`config.mk`:
```
export PLATFORM = sky130hd
export DESIGN_NAME = dm_port_ctrl
export DESIGN_NICKNAME = d
export VERILOG_FILES = /design/src/rtl/dm_port_ctrl.sv
export SDC_FILE = /design/constraint.sdc
export NUM_CORES = 1
export LEC_CHECK = 0
export ABC_AREA = 1
export BUFFER_PORTS_ARGS = -buffer_cell sky130_fd_sc_hd__buf_2
export CELL_PAD_IN_SITES_DETAIL_PLACEMENT = 1
export CELL_PAD_IN_SITES_GLOBAL_PLACEMENT = 1
export CORE_UTILIZATION = 35
export CTS_CLUSTER_DIAMETER = 80
export DETAILED_ROUTE_END_ITERATION = 12
export PLACE_DENSITY = 0.95
export SETUP_SLACK_MARGIN = 0.4
export SYNTH_ARGS = -nofsm -noshare
export SYNTH_HDL_FRONTEND = slang
export SYNTH_SLANG_ARGS = --single-unit
```
`constraint.sdc`:
```
create_clock -name CLK -period 2 [get_ports CLK]
set_input_delay 0.2 -clock CLK [delete_from_list [all_inputs] [get_ports CLK]]
set_output_delay 0.2 -clock CLK [all_outputs]
set_load 0.01 [all_outputs]
```
`src/rtl/dm_port_ctrl.sv`:
```
// Data-memory port controller: turns a MEM-stage load/store request into one
// SRAM transaction with big-endian byte enables, stalls the pipeline until the
// access completes, and abandons the access if the SRAM never acknowledges.
module dm_port_ctrl #(
  parameter int unsigned ADDR_W   = 20,
  parameter int unsigned TIMEOUT  = 64,
  parameter logic [31:0] ERR_WORD = 32'hBADDA7A0
) (
  input  logic              CLK,
  input  logic              RESET,
  input  logic [31:0]       data_address_2DM,
  input  logic [31:0]       data_write_2DM,
  input  logic [1:0]        data_write_size_2DM,
  input  logic              MemRead_2DM,
  input  logic              MemWrite_2DM,
  output logic [31:0]       data_read_fDM,
  output logic              mem_stall,
  output logic              sram_req,
  output logic              sram_we,
  output logic [ADDR_W-1:0] sram_addr,
  output logic [3:0]        sram_be,
  output logic [31:0]       sram_wdata,
  input  logic              sram_ack,
  input  logic [31:0]       sram_rdata,
  output logic              dm_timeout
);

  localparam int unsigned WD_W = (TIMEOUT > 1) ? $clog2(TIMEOUT) : 1;
  localparam logic [WD_W-1:0] WD_LAST = WD_W'(TIMEOUT - 1);

  typedef enum logic [1:0] {
    S_IDLE = 2'd0,
    S_BUSY = 2'd1,
    S_DONE = 2'd2
  } state_e;

  state_e          state_q;
  logic [WD_W-1:0] wd_q;
  logic [3:0]      be_d;
  logic            req_c;
  logic [1:0]      offset_c;
  logic [31:0]     addr_unused_c;

  // Address bits above the SRAM window and the byte offset are not part of
  // the word address; the offset only shapes the byte enables.
  assign addr_unused_c = data_address_2DM;
  assign offset_c      = data_address_2DM[1:0];
  assign req_c         = MemRead_2DM | MemWrite_2DM;

  // Big-endian byte enables: offset 0 is bits 31:24, i.e. sram_be[3].
  always_comb begin
    be_d = 4'b1111;
    if (MemWrite_2DM) begin
      case (data_write_size_2DM)
        2'd0: be_d = 4'b1111;
        2'd1: be_d = 4'b1000 >> offset_c;
        2'd2: be_d = offset_c[1] ? 4'b0011 : 4'b1100;
        2'd3: be_d = offset_c[0] ? 4'b0111 : 4'b1110;
        default: be_d = 4'b1111;
      endcase
    end
  end

  // Stall while a request is being accepted or is in flight; DONE releases it.
  assign mem_stall = RESET & (((state_q == S_IDLE) & req_c) | (state_q == S_BUSY));

  // Access sequencer with registered SRAM-side outputs and ack watchdog.
  always_ff @(posedge CLK or negedge RESET) begin
    if (!RESET) begin
      state_q       <= S_IDLE;
      wd_q          <= '0;
      sram_req      <= 1'b0;
      sram_we       <= 1'b0;
      sram_addr     <= '0;
      sram_be       <= 4'b0000;
      sram_wdata    <= 32'd0;
      data_read_fDM <= 32'd0;
      dm_timeout    <= 1'b0;
    end else begin
      case (state_q)
        S_IDLE: begin
          if (req_c) begin
            sram_addr  <= data_address_2DM[ADDR_W+1:2];
            sram_we    <= MemWrite_2DM;
            sram_be    <= be_d;
            sram_wdata <= data_write_2DM;
            sram_req   <= 1'b1;
            wd_q       <= '0;
            state_q    <= S_BUSY;
          end
        end
        S_BUSY: begin
          if (sram_ack) begin
            sram_req <= 1'b0;
            wd_q     <= '0;
            if (!sram_we) data_read_fDM <= sram_rdata;
            state_q  <= S_DONE;
          end else if (wd_q == WD_LAST) begin
            sram_req   <= 1'b0;
            wd_q       <= '0;
            dm_timeout <= 1'b1;
            if (!sram_we) data_read_fDM <= ERR_WORD;
            state_q    <= S_DONE;
          end else begin
            wd_q <= wd_q + WD_W'(1);
          end
        end
        S_DONE: begin
          state_q <= S_IDLE;
        end
        default: begin
          state_q <= S_IDLE;
        end
      endcase
    end
  end

endmodule

```
# ---- Yosys cells after proc, flatten, opt, wreduce, memory -nomap -nowiden
# Index checks and enable logic that the tools add are counted.
dict set report op_classes {
  shift 1
  n_reduce_logical 10
  n_mux 20
  eq_ne 9
  bitwise 5
  addsub 1
}
# cell n
set ops {}
lappend ops {{32-bit two-way mux} 4}
lappend ops {{6-bit two-way mux} 3}
lappend ops {{4-bit case mux with 4 select lines} 1}
lappend ops {{4-bit two-way mux} 3}
lappend ops {{6-bit case mux with 2 select lines} 1}
lappend ops {{6-bit by 1-bit adder with 6-bit output (second input constant)} 1}
lappend ops {{6-bit == test (second input constant)} 1}
lappend ops {{2-bit two-way mux} 3}
lappend ops {{2-bit != test (second input constant)} 3}
lappend ops {{2-bit AND reduction} 3}
lappend ops {{3-bit AND reduction} 2}
lappend ops {{2-bit by 1-bit == test with 1-bit output (second input constant)} 2}
lappend ops {{2-bit == test (second input constant)} 2}
lappend ops {{2-bit logical NOT} 2}
lappend ops {{2-bit case mux with 2 select lines} 1}
lappend ops {{4-bit AND reduction} 1}
lappend ops {{2-bit nonzero test} 2}
lappend ops {{4-bit by 2-bit >> shifter with 4-bit output (first input constant)} 1}
lappend ops {{1-bit two-way mux} 3}
lappend ops {{3-bit by 2-bit != test with 1-bit output (second input constant)} 1}
lappend ops {{1-bit AND} 2}
lappend ops {{1-bit OR} 2}
lappend ops {{1-bit case mux with 2 select lines} 1}
lappend ops {{1-bit inverter} 1}
dict set report word_totals {
  inputBits 103
  output_inout_bits 92
  word_cells 55
  reg_bits 99
}

# ---- Logic depth before layout (Yosys ltp)
dict set report logic_depth {
  ltp_word 4
  mapped_depth 8
}

# ---- Worst setup path after synthesis
# No wires, ideal clock.
dict set report synth_timing {
  path_kind {register to register}
  start {register wd_q[1]}
  end {register data_read_fDM[0]}
  stages_incl_launch_ff 8
  arrival_time_ns 1.121
  setup_time_ns 0.117
  setup_slack_ns 0.762
  synth_period_minus_slack_ns 1.238
  path_cell_list {dfrtp_1 -> ha_1 -> nand3_2 -> o21ai_2 -> nand2_2 -> buf_4 -> nand2_1 -> nand2_1}
}
dict set report synth_between {
  elab_chain_len 3
}
# element line_no
set synth_lines {}
lappend synth_lines {{start, declared} 38} ;# logic [WD_W-1:0] wd_q;
lappend synth_lines {{start signal, assigned} 105} ;# wd_q <= wd_q + WD_W'(1);
lappend synth_lines {{6-bit == test (*)} 98} ;# end else if (wd_q == WD_LAST) begin
lappend synth_lines {{2-bit != test (no source line) or 2-bit nonzero test (tied branches)} n/a}
lappend synth_lines {{4-bit AND reduction (no source line) (*)} n/a}
lappend synth_lines {{end signal, assigned} 96} ;# if (!sram_we) data_read_fDM <= sram_rdata;
lappend synth_lines {{end, declared} 16} ;# output logic [31:0] data_read_fDM,
# Mark *: on every way between the ends. The rest lies on a longest branch, timed or not.
# A chain may end at the register's enable or synchronous reset.

# ---- Worst setup path after layout
dict set report layout_timing {
  start {register state_q[0]}
  end {output mem_stall}
}
dict set report layout_between {
  elab_chain_len 4
}
# element line_no
set layout_lines {}
lappend layout_lines {{start, declared} 37} ;# state_e state_q;
lappend layout_lines {{start signal, assigned} 70} ;# state_q <= S_IDLE;
lappend layout_lines {{start signal, assigned} 89} ;# state_q <= S_BUSY;
lappend layout_lines {{start signal, assigned} 97} ;# state_q <= S_DONE;
lappend layout_lines {{2-bit logical NOT} 65} ;# assign mem_stall = RESET & (((state_q == S_IDLE) & req_c) | (state_q == S_BUSY));
lappend layout_lines {{1-bit AND} 65}
lappend layout_lines {{1-bit OR (*)} 65}
lappend layout_lines {{1-bit AND (*)} 65}
lappend layout_lines {{end, declared} 17} ;# output logic mem_stall,
# Marks and branches as above.

==> out/qor.txt <==
Clock Tree Buf Depth - 2
count of final max-slew check failures - 0
HP Class - input port to flop
Crit path largest cell delay - 0.42 ns
Overall Global Routing Usage - 0.205
vias per inst - 4.68
post-route minimum period - 1.57 ns
pwr/cell area - 1590 nW/µm²
IO Count - 195
DP Area - 5030 µm²
FFs w/ async S/R, synth - 1.00
sequential share of the synthesized area - 0.622
fmax - 0.635 GHz
DRT antenna net count - 0
# H-tree levels - 3
met2 usage - 0.381
Critical R2R Launch - wd_q[1]$_DFFE_PN0P_
Final Hold Violating Endpoints - 0
top cell type by total area after synthesis - dfrtp_1
critical register-to-register path endpoint - data_read_fDM[0]$_DFFE_PN0P_
I/O Buffers - 184
Die Y - 109 µm
TritonCTS buffer count - 9
Detail Placement HPWL - 8520 µm
P_leak - 3.14 nW
Core Region - 11000 µm²
Avg WL per Cell - 15.0 µm
CTS tree - yes
Final #Nets - 749
row count - 38
Clk pin slew, worst setup/hold paths - 0.07 ns
RSZ-0062 raised after global routing - yes
Hold Path End - sram_wdata[21]$_DFFE_PN0P_
number of global-route vias before repair - 3946
DRT Wirelength - 11900 µm
synthesized flop and latch total - 99
worst-skew pair later-pin latency - 0.33 ns
met3 GRT Util - 0.0436
most numerous cell in the Yosys netlist - nand2_1
Syn Std Cell Area - 3990 µm²
Req. time, crit path - 1.80 ns
Slew Limit Headroom - 0.644
critical path arrival - 1.37 ns
r2r setup slk - 0.51 ns
Inst Count DP - 769
# fillers - 1381
P&R area growth vs syn - 36.5%
period utilization - 0.787
DRC - 0
cells along the critical path - nor2_4 > nand2_4 > nand2_4 > inv_1 > nor2_1 > buf_2
layer with the highest usage - met2
Critical Path End Type - output port
CTS sink cnt - 99
syn_area_per_cell - 8.66 µm²
status - finished clean
Layout Cells excl Fill - 790
met1 global-route usage - 0.221
min-delay src - data_write_2DM[21]
total negative slack - 0 ns
number of synthesized flops with an enable pin - 0
Syn Nets - 564
ys flop type - dfrtp_1
final setup vio count - 0
CP Buf/Inv Count - 2
top cells by area, synth - dfrtp_1 (62%), nand2_1 (20%), inv_1 (3.6%), nor2_1 (3.1%), nand3_1 (2.4%)
ant diodes - 0
clock root buffer - clkbuf_16
fraction of layout instances using a drive strength above 1 - 0.342
Yosys cell types - 22
R2R cell count - 6
pin count of the biggest net entering global routing - 100
Crit path top cell by count - nand2_4
via count - 3694
Hold Crit Depth - 3
initial DRC count - 141
Least-Margin Pin Slew - 0.534 ns
clock skew - 0.00731 ns
final core occ - 0.495
Critical Path Source Type - flop
Final GP Congestion - 0.741
Yosys warning total - 0
CP top delay family - flip-flops
die area - 11800 µm²
most frequent cells after synthesis - nand2_1 (214), dfrtp_1 (99), inv_1 (38)
critical path type - flop to output port
die width - 109 µm
maxcap violations - 0
initial core utilization - 0.363
initial antenna violation count - 0
Syn Inst Count - 460
grt total ovfl - 0
worst vdd ir - 803 µV
post-route cell area - 5440 µm²
top cell type's share of synthesized area - 0.622
first-pass GRT wire length - 18700 µm
slowest stage cell, crit path - dfrtp_1
crit path max fanout - 6
drt first pass iters - 4
sequential cells by signal, indices dropped and copies added, names as in the netlist:
name,count
data_read_fDM,32
sram_wdata,32
sram_addr,20
wd_q,6
sram_be,4
state_q,2
dm_timeout,1
sram_req,1
sram_we,1
per-layer routing:
metal  vias up  share of wire
met5         -              0
met4         0          0.027
met3        23          0.053
met2       126           0.54
met1      1786           0.38
li1       1759              -
kinds of logic (layout without fill, tap and decap cells):
kind of cell,after synthesis,after routing,share of synthesized area
XOR/XNOR,1,1,0.00220
AO/OA/AOI/OAI,30,30,0.0418
AND/OR/NAND/NOR,272,273,0.268
buffers and inverters,57,246,0.0634
flip-flops,99,99,0.622
adder cells (fa/ha/maj),1,1,0.00314
worst max path at each step:
stage | from | endpoint | slack [ns] | cells past startpoint
after floorplan | wd_q[1]$_DFFE_PN0P_ | data_read_fDM[0]$_DFFE_PN0P_ | 0.76 | 7
after global placement | state_q[0]$_DFFE_PN0P_ | mem_stall | 0.43 | 6
final | state_q[0]$_DFFE_PN0P_ | mem_stall | 0.43 | 6
after CTS | state_q[1]$_DFFE_PN0P_ | mem_stall | 0.39 | 6
after global routing | state_q[0]$_DFFE_PN0P_ | mem_stall | 0.35 | 6
after detailed placement | wd_q[1]$_DFFE_PN0P_ | data_read_fDM[23]$_DFFE_PN0P_ | 0.27 | 5
per-stage QoR:
stage	power, mW	hold WS, ns	setup slack [ns]
floorplan	5.24	-0.0956	0.762
global placement	6.48	0.307	0.434
detailed placement	6.79	0.322	0.272
CTS	8.76	0.0487	0.393
global route	9.31	0.0574	0.355
finish	8.68	0.0595	0.426
worst register-to-register path, cell delays in order, from the launching register on:
cell     delay [ns]
dfrtp_1        0.40
ha_2           0.24
nand3_2        0.12
o21ai_4        0.25
nand2_8        0.18
nand2_1        0.12
nand2_1        0.06
repair_timing:
item | 4_1_cts | 5_1_grt
hold buffers | 1 | 0
gates resized for setup | 8 | 4
setup buffers | 2 | 1
pin swaps | 2 | 2
endpoints found under the hold margin | 99 | 0
setup endpoints to repair | 34 | 20
gates cloned | 1 | 0
where the power goes:
group | switching, mW | internal, mW | total, mW
registers | 0.501 | 2.90 | 3.40
clock network | 0.738 | 1.07 | 1.81
logic | 2.16 | 1.30 | 3.46
layout by cell type, fill, tap and decap left out:
cell type      count
nand3_4            1
clkinv_2           2
a21oi_1           17
nand3_2            1
nor2_1            31
o21ai_4            1
nand2_1          212
clkinvlp_4         1
inv_1             37
a21oi_2            2
nand2_2            2
nand3_1           19
o21bai_1           2
buf_12             2
o21ai_0            6
bufinv_16          1
dfrtp_1           99
nand2_8            1
xor2_1             1
nand2_4            2
or2_2              1
dlygate4sd3_1      1
clkinv_1           1
clkbuf_16          9
clkbuf_8           3
ha_2               1
nor2_4             1
o22ai_1            1
buf_2            183
nor2_2             2
buf_4              6
a21o_1             1
layout make-up:
class                           count  area, µm²  area share
Sequential cell                    99       2480       0.455
Multi-Input combinational cell    305       1320       0.243
Timing Repair Buffer              192       1010       0.186
Clock buffer                       12        267      0.0490
Tap cell                          140        175      0.0322
Inverter                           38        143      0.0262
Clock inverter                      4       47.5     0.00874
No activity file was read; power rests on OpenSTA's default activity.
